===== config.mk =====
export PLATFORM = sky130hd
export DESIGN_NAME = serial_adder_seq
export DESIGN_NICKNAME = d
export VERILOG_FILES = /design/src/rtl/serial_adder_seq.sv
export SDC_FILE = /design/constraint.sdc
export NUM_CORES = 1
export LEC_CHECK = 0
export CAP_MARGIN = 20
export CORE_ASPECT_RATIO = 0.6
export CORE_MARGIN = 2
export CORE_UTILIZATION = 51
export DETAILED_ROUTE_END_ITERATION = 10
export PLACE_DENSITY = 0.8
export SETUP_SLACK_MARGIN = 0.3
export SYNTH_ARGS = -nofsm -noshare
export SYNTH_HDL_FRONTEND = slang
export SYNTH_SLANG_ARGS = --single-unit

===== constraint.sdc =====
create_clock -name clk -period 2.2 [get_ports clk]
set_clock_uncertainty 0.1 [all_clocks]
set_input_delay 0.33 -clock clk [delete_from_list [all_inputs] [get_ports clk]]
set_output_delay 0.33 -clock clk [all_outputs]
set_load 0.005 [all_outputs]

===== src/rtl/serial_adder_seq.sv =====
// Bit-serial WIDTH-bit adder: one full-add slice (two half adders plus a carry
// flop) is reused across all operand bits, LSB first, one bit per clock.

module hadder (
  input  logic i_a,
  input  logic i_b,
  output logic o_s,
  output logic o_c
);
  assign o_s = i_a ^ i_b;
  assign o_c = i_a & i_b;
endmodule

module serial_adder_seq #(
  parameter int WIDTH = 8
) (
  input  logic             clk,
  input  logic             rst,
  input  logic             start,
  input  logic [WIDTH-1:0] a,
  input  logic [WIDTH-1:0] b,
  input  logic             cin,
  output logic             busy,
  output logic             done,
  output logic [WIDTH-1:0] sum,
  output logic             cout
);

  localparam int             CW   = $clog2(WIDTH + 1);
  localparam logic [CW-1:0]  LAST = CW'(WIDTH - 1);

  typedef enum logic [1:0] {
    S_IDLE = 2'd0,
    S_RUN  = 2'd1,
    S_DONE = 2'd2
  } state_t;

  state_t           r_state;
  state_t           w_next;
  logic [WIDTH-1:0] r_sa;
  logic [WIDTH-1:0] r_sb;
  logic [WIDTH-1:0] r_sr;
  logic             r_carry;
  logic [CW-1:0]    r_cnt;
  logic [WIDTH-1:0] r_sum;
  logic             r_cout;

  logic             w_s0;
  logic             w_c0;
  logic             w_s;
  logic             w_c1;
  logic             w_carry_next;
  logic [WIDTH:0]   w_sr_cat;
  logic [WIDTH-1:0] w_sr_next;
  logic             w_accept;
  logic             w_last;

  hadder u_h0 (
    .i_a (r_sa[0]),
    .i_b (r_sb[0]),
    .o_s (w_s0),
    .o_c (w_c0)
  );

  hadder u_h1 (
    .i_a (w_s0),
    .i_b (r_carry),
    .o_s (w_s),
    .o_c (w_c1)
  );

  assign w_carry_next = w_c0 | w_c1;
  // Concatenate-then-slice keeps the result shift legal when WIDTH is 1.
  assign w_sr_cat     = {w_s, r_sr};
  assign w_sr_next    = w_sr_cat[WIDTH:1];

  assign w_accept = start && ((r_state == S_IDLE) || (r_state == S_DONE));
  assign w_last   = (r_state == S_RUN) && (r_cnt == LAST);

  always_comb begin
    w_next = r_state;
    case (r_state)
      S_IDLE:  if (start) w_next = S_RUN;
      S_RUN:   if (w_last) w_next = S_DONE;
      S_DONE:  w_next = start ? S_RUN : S_IDLE;
      default: w_next = S_IDLE;
    endcase
  end

  always_ff @(posedge clk or posedge rst) begin
    if (rst) r_state <= S_IDLE;
    else     r_state <= w_next;
  end

  always_ff @(posedge clk or posedge rst) begin
    if (rst) begin
      r_sa    <= '0;
      r_sb    <= '0;
      r_sr    <= '0;
      r_carry <= 1'b0;
      r_cnt   <= '0;
      r_sum   <= '0;
      r_cout  <= 1'b0;
    end else if (w_accept) begin
      r_sa    <= a;
      r_sb    <= b;
      r_carry <= cin;
      r_cnt   <= '0;
    end else if (r_state == S_RUN) begin
      r_sa    <= r_sa >> 1;
      r_sb    <= r_sb >> 1;
      r_sr    <= w_sr_next;
      r_carry <= w_carry_next;
      r_cnt   <= r_cnt + CW'(1);
      // Publish only on the final bit so sum/cout never show partial results.
      if (w_last) begin
        r_sum  <= w_sr_next;
        r_cout <= w_carry_next;
      end
    end
  end

  assign busy = (r_state == S_RUN);
  assign done = (r_state == S_DONE);
  assign sum  = r_sum;
  assign cout = r_cout;

endmodule


==> reports/results.ini, run 1 <==
[detailed_routing]
drt_iter0_drc=62
antenna_left=0
vias_per_cell=5.161
dr.pass1.iters=4
drc=0
drt-wirelength-per-cell_um=15.02
vias=1058
totalWireLength_mm=3.080

[floorplanning]
io_pins=31
num_rows=16
fp.dieW_um=78.08
die_h_um=48.45
dieArea_um2=3782
core_area_um2=3203
initial_utilization_pct=52.42

[sta]
fin_crit_sh_pct=81.16
rsz0062_at_grt=no
fin_tns_setup_ps=0
max_freq_ghz=0.5601
slew_viol_final=0
finalHoldViolations=0
setup_viol=0
period_needed_ps=1786
slew_headroom_pct=68.24
worst_slack_ps=414.5
tightestPinTransition_ps=476.4

[clock_network]
clock-sinks=39
cts_hold_buf=0
clk_pin_slew_worst_paths_ps=80
cts_tree=yes
htreeDepth=2
cts_resized=0
clkLatencyLatePin_ps=300
root_buffer=clkbuf_8
cts_buffers=5
cts_buffer_depth=2
postCtsSetupRepairBufs=0

[run_status]
status=completed

[global_routing]
antenna_found_initial=0
grt_start_max_net_pins=40
grt_first_pass_wirelength_mm=5.099
grt.overflow.total=0
grt_usage_pct=18.24
grt_pass1_vias=1036

[layout]
mostFrequentLayoutCells=dfrtp_1, clkdlybuf4s50_1, mux2_2
ff_latch_area_um2=975.9
num-nets-final=181
area_growth_pct=28.02
postLayoutCoreUtil_pct=67.11
final_layout_size_suffix_gt1_share_pct=21.25
n_antenna_cell=0
final_common_cell=dfrtp_1
layout.cells.non_filler=205
multi_input_area_um2=639.4
nFillCells=239

[setup_path]
crit_slowest_cell=clkdlybuf4s50_1
cp.required_ps=1770
start_kind=flip-flop
critPathArrivalTime_ps=1360
cp-end-kind=output pin
slowest_delay_ps=500
crit_chain=nor2b_4, clkdlybuf4s50_1
cp_max_fo=4
critical_path_class=reg -> out

[power]
combPwrFrac_pct=37.3
ir_drop_uv=990.1
clock_power_share_pct=22.4
power_density_nw_per_um2=1476
switchingPower_uw=964.1
intPower_mw=2.209
power_mw=3.173
switching_share_pct=30.38
pwr-share-seq_pct=40.3
leakagePower_nw=1.011

[place]
dp_slack_ps=355.5
placed_cells=197
place_hpwl_mm=2.077
gp_congestion=0.7145
portBuffers=30

[run]
drv_cap=0

[synth]
avgSynthCellArea_um2=13.43
yosys_warnings=0
synth_seq_cells=39
synth_fp_nets=147
syn_inst=125
syn_area_um2=1679
yosysSeqAreaShare_pct=58.12
synth_cell_types=21

[worst_hold_path]
hold_class=in -> async

## Yosys cell counts
library cell  number  area (um2)
buf_6              2       22.52
a22o_1             9       78.83
nor2b_1            2       12.51
inv_1              1       3.750
buf_4              3       22.52
mux2_2            16       180.2
mux2i_1           10       100.1
nand2b_1           1       6.260
nand4_1            1       6.260
nor3b_2            1       12.51
nor2b_4            1       13.76
mux2_4             2       30.03
ha_1               1       12.51
dfrtp_1           39       975.9
o21ai_0            9       45.04
nor2_4             1       11.26
nand2_1           14       52.55
fa_1               1       20.02
a21o_1             7       52.55
buf_2              3       15.01
a21oi_1            1       5.000
## power groups by stage
stage / sequential (mW) / clock, mW / combinational (mW)
3_5_place_dp: 1.29 / 0 / 1.18
3_3_place_gp: 1.26 / 0 / 1.13
6_report: 1.28 / 0.712 / 1.18
2_1_floorplan: 1.23 / 0 / 0.866
5_1_grt: 1.31 / 0.755 / 1.30
4_1_cts: 1.28 / 0.716 / 1.20
## state kept, by name (all words and copies together), names as in the netlist
register / cells
r_sb: 8
r_cnt: 4
sum: 8
r_state: 2
r_carry: 1
r_sa: 8
r_sr: 7
cout: 1
## stage by stage
| step | area [um2] | hold WS [ps] |
|---|---|---|
| after detailed placement | 2013 | 367.6 |
| after global placement | 2013 | 360.3 |
| after global routing | 2150 | 402.2 |
| after floorplan | 1679 | 346.8 |
| after CTS | 2150 | 362.9 |
| final | 2150 | 338.3 |
## critical path, delay by kind of cell (launching register included)
kind,cells,cell delay (ps)
flops,1,380
buf+inv,1,500
simple gates,1,170
## cell type report
cell class / count / share of cell area, %
repair buffers: 35 / 15.72
clock buffers: 5 / 3.201
well taps: 45 / 2.619
multi-input cells: 77 / 29.74
flip-flops and latches: 39 / 45.40
clock inverters: 3 / 3.143
inverters: 1 / 0.1746
## worst paths after layout
check / depth (start not counted) / start / slack [ps] / endpoint
max: 2 / r_state[0]$_DFFE_PP0P_ / 410 / busy
min in group clk: 1 / r_sb[2]$_DFFE_PP0P_ / 390 / r_sb[2]$_DFFE_PP0P_
min: 3 / rst / 340 / r_sr[7]$_DFFE_PP0P_
max in group asynchronous: 3 / rst / 1320 / r_sa[6]$_DFFE_PP0P_
min reg2reg: 1 / r_sb[2]$_DFFE_PP0P_ / 390 / r_sb[2]$_DFFE_PP0P_
max reg2reg: 5 / r_cnt[0]$_DFFE_PP0P_ / 540 / sum[0]$_DFFE_PP0P_
## per-layer routing
layer	vias to the layer above	wire (um)	global-route usage (%)	part of all wire, %
met5	-	0	0	0
met3	6	145	6.343	4.7
met2	26	1358	26.01	44
li1	510	-	-	-
met1	516	1533	25.57	50
met4	0	42	7.895	1.4
## cells by family (layout without fill, tap and decap cells)
group           Yosys count  in the layout  share of synthesized area (%)
fa+ha+maj                 2              2                          1.937
mux                      28             28                          18.48
simple gates             21             21                          6.855
buf+inv                   9             44                          3.800
flops                    39             39                          58.12
compound gates           26             26                          10.80
No activity file was read; power rests on OpenSTA's default activity.
==> inputs of run 2 (changes only) <==
==> constraint.sdc (replaced) <==
create_clock -name clk -period 1.8 [get_ports clk]
set_clock_uncertainty 0.1 [all_clocks]
set_input_delay 0.27 -clock clk [delete_from_list [all_inputs] [get_ports clk]]
set_output_delay 0.27 -clock clk [all_outputs]
set_load 0.005 [all_outputs]
==> run 2 against run 1 <==
  * Utilization is 1.7 points higher
  * Cell count is 3.4% higher
  * Global-route usage is 0.59 points higher
  * Power is 21% higher
  * Cell area is 2.5% higher
  * Register-to-register slack worse by 320 ps
  * Clock power is 20% lower
  * Non-clock buffer count is 7 higher
  * Count of clock-buffer cells in the layout is 2 higher
  * Combinational power is 43% higher
  * Critical endpoint is now sum[1]$_DFFE_PP0P_
  * Largest cell class unchanged
==> reports/results.ini, run 2 (synthesized netlist as in run 1, its figures left out) <==
[sta]
setup_viol=0  ; unchanged
slew_viol_final=0  ; unchanged
max_freq_ghz=0.6349
finalHoldWorstSlack_ps=290.4  ; -47.89 ps
fin_crit_sh_pct=87.51
slew_headroom_pct=68.07  ; -0.17 points
fin_tns_setup_ps=0  ; unchanged
tightestPinTransition_ps=479.0  ; +2.528 ps
rsz0062_at_grt=yes
finalHoldViolations=0  ; unchanged
period_needed_ps=1575

[floorplanning]
core_area_um2=3203  ; unchanged
fp.dieW_um=78.08  ; unchanged
die_h_um=48.45  ; unchanged
initial_utilization_pct=52.42  ; unchanged
dieArea_um2=3782  ; unchanged
io_pins=31  ; unchanged
num_rows=16  ; unchanged

[setup_path]
critPathArrivalTime_ps=1650  ; +290 ps
regToRegSetupSlack_ps=220  ; -320 ps
critical_path_class=reg -> reg
cp_max_fo=5  ; +1
startpoint=r_cnt[0]$_DFFE_PP0P_
reg2reg_from=r_cnt[0]$_DFFE_PP0P_
cp-end-kind=flip-flop
cp.required_ps=1880  ; +110 ps
start_kind=flip-flop

[power]
switching_share_pct=33.13  ; +2.7 points
clock_power_share_pct=15.0  ; -7.4 points
ir_drop_uv=821.3  ; -17%
intPower_mw=2.559  ; +16%
leakagePower_nw=1.088  ; +7.6%
pwr-share-seq_pct=40.9  ; +0.6 points
power_mw=3.826  ; +21%
power_density_nw_per_um2=1737  ; +18%
switchingPower_mw=1.268  ; +31%
combPwrFrac_pct=44.1  ; +6.8 points

[clock_network]
clock-sinks=39  ; unchanged
cts_hold_buf=0  ; unchanged
cts_buffer_depth=2  ; unchanged
root_buffer=clkbuf_8
cts_buffers=5  ; unchanged
clkLatencyLatePin_ps=290  ; about the same
clk_pin_slew_worst_paths_ps=80  ; about the same
cts_tree=yes
htreeDepth=2  ; unchanged

[layout]
postLayoutCoreUtil_pct=68.79  ; +1.7 points
final_layout_size_suffix_gt1_share_pct=25.15  ; +3.9 points
n_antenna_cell=0  ; unchanged
fin_area_um2=2203  ; +2.5%
num-nets-final=188  ; +3.9%
mostFrequentLayoutCells=dfrtp_1, clkdlybuf4s50_1, nand2_1
final_common_cell=dfrtp_1
area_growth_pct=31.22

[global_routing]
antenna_found_initial=0  ; unchanged
grt_first_pass_wirelength_mm=5.375  ; +5.4%
grt_usage_pct=18.83  ; +0.59 points
grt.overflow.total=0  ; unchanged
grt_pass1_vias=1114  ; +7.5%
grt_start_max_net_pins=40  ; unchanged

[detailed_routing]
totalWireLength_mm=3.446  ; +12%
vias_per_cell=5.226  ; +1.3%
antenna_left=0  ; unchanged
drt_iter0_drc=101  ; +63%
dr.pass1.iters=4  ; unchanged
drc=0  ; unchanged
vias=1108  ; +4.7%
drt-wirelength-per-cell_um=16.25  ; +8.2%

[place]
place_hpwl_mm=2.070  ; -0.36%
gp_congestion=0.7160  ; +0.21%
portBuffers=30  ; unchanged
dpl_cell_area_um2=2031  ; +0.87%

[run_status]
status=completed

[worst_hold_path]
hold_class=in -> async

[run]
drv_cap=0  ; unchanged

==> run 2: worst paths after layout <==
kind	to	cells after the start
setup / recovery	sum[1]$_DFFE_PP0P_	5
hold / removal	sum[5]$_DFFE_PP0P_	3
setup reg to reg	sum[1]$_DFFE_PP0P_	5
hold reg to reg	r_sb[2]$_DFFE_PP0P_	1
max in group asynchronous	sum[7]$_DFFE_PP0P_	3
min in group clk	r_sb[2]$_DFFE_PP0P_	1
==> run 2: critical path, cell delays in order, from the launching register on <==
cell and delay [ps]:
dfrtp_1 360, ha_2 200, nand2_2 70, nor3b_4 240, buf_6 180, mux2_4 300
==> run 2: repair_timing <==
action                     CTS  global route
cloned                       1             0
setup buffers                5             2
pin swaps                    0             2
setup endpoints to repair   20            14
resized for setup           18             8
==> run 2: final cells by class <==
type | instances | area (um2)
flip-flops and latches | 39 | 975.9
clock inverters | 1 | 5.005
repair buffers | 42 | 409.1
clock buffers | 7 | 76.32
well taps | 45 | 56.30
inverters | 1 | 3.754
multi-input cells | 77 | 676.9
fillers | 230 | 999.7
==> run 2: routing by layer <==
layer / vias to the layer above / GRT usage, % / share of wire (%)
li1: 522 / - / -
met1: 553 / 26.32 / 47
met2: 26 / 28.59 / 47
met3: 7 / 5.037 / 4.0
met4: 0 / 7.018 / 1.7
met5: - / 0 / 0
==> run 2: through the flow <==
step | setup WS (ps) | std cells
after floorplan | 314.4 | 125
after global placement | 67.59 | 196
after detailed placement | 45.67 | 196
after CTS | 199.1 | 210
after global routing | 185.9 | 212
final | 224.9 | 212
==> run 2: power by group through the flow <==
| stage | clock network [mW] | registers [mW] | logic [mW] |
|---|---|---|---|
| global route | 0.625 | 1.62 | 1.83 |
| finish | 0.573 | 1.57 | 1.69 |
| CTS | 0.568 | 1.55 | 1.60 |
| detailed placement | 0 | 1.57 | 1.52 |
| floorplan | 0 | 1.50 | 1.06 |
| global placement | 0 | 1.53 | 1.43 |
==> inputs of run 3 (changes only) <==
--- a/config.mk
+++ b/config.mk
@@ -5,7 +5,6 @@
 export SDC_FILE = /design/constraint.sdc
 export NUM_CORES = 1
 export LEC_CHECK = 0
-export CAP_MARGIN = 20
 export CORE_ASPECT_RATIO = 0.6
 export CORE_MARGIN = 2
 export CORE_UTILIZATION = 51
==> results of run 3 <==
The final DEF is identical to that of run 2; final timing and power are the same.
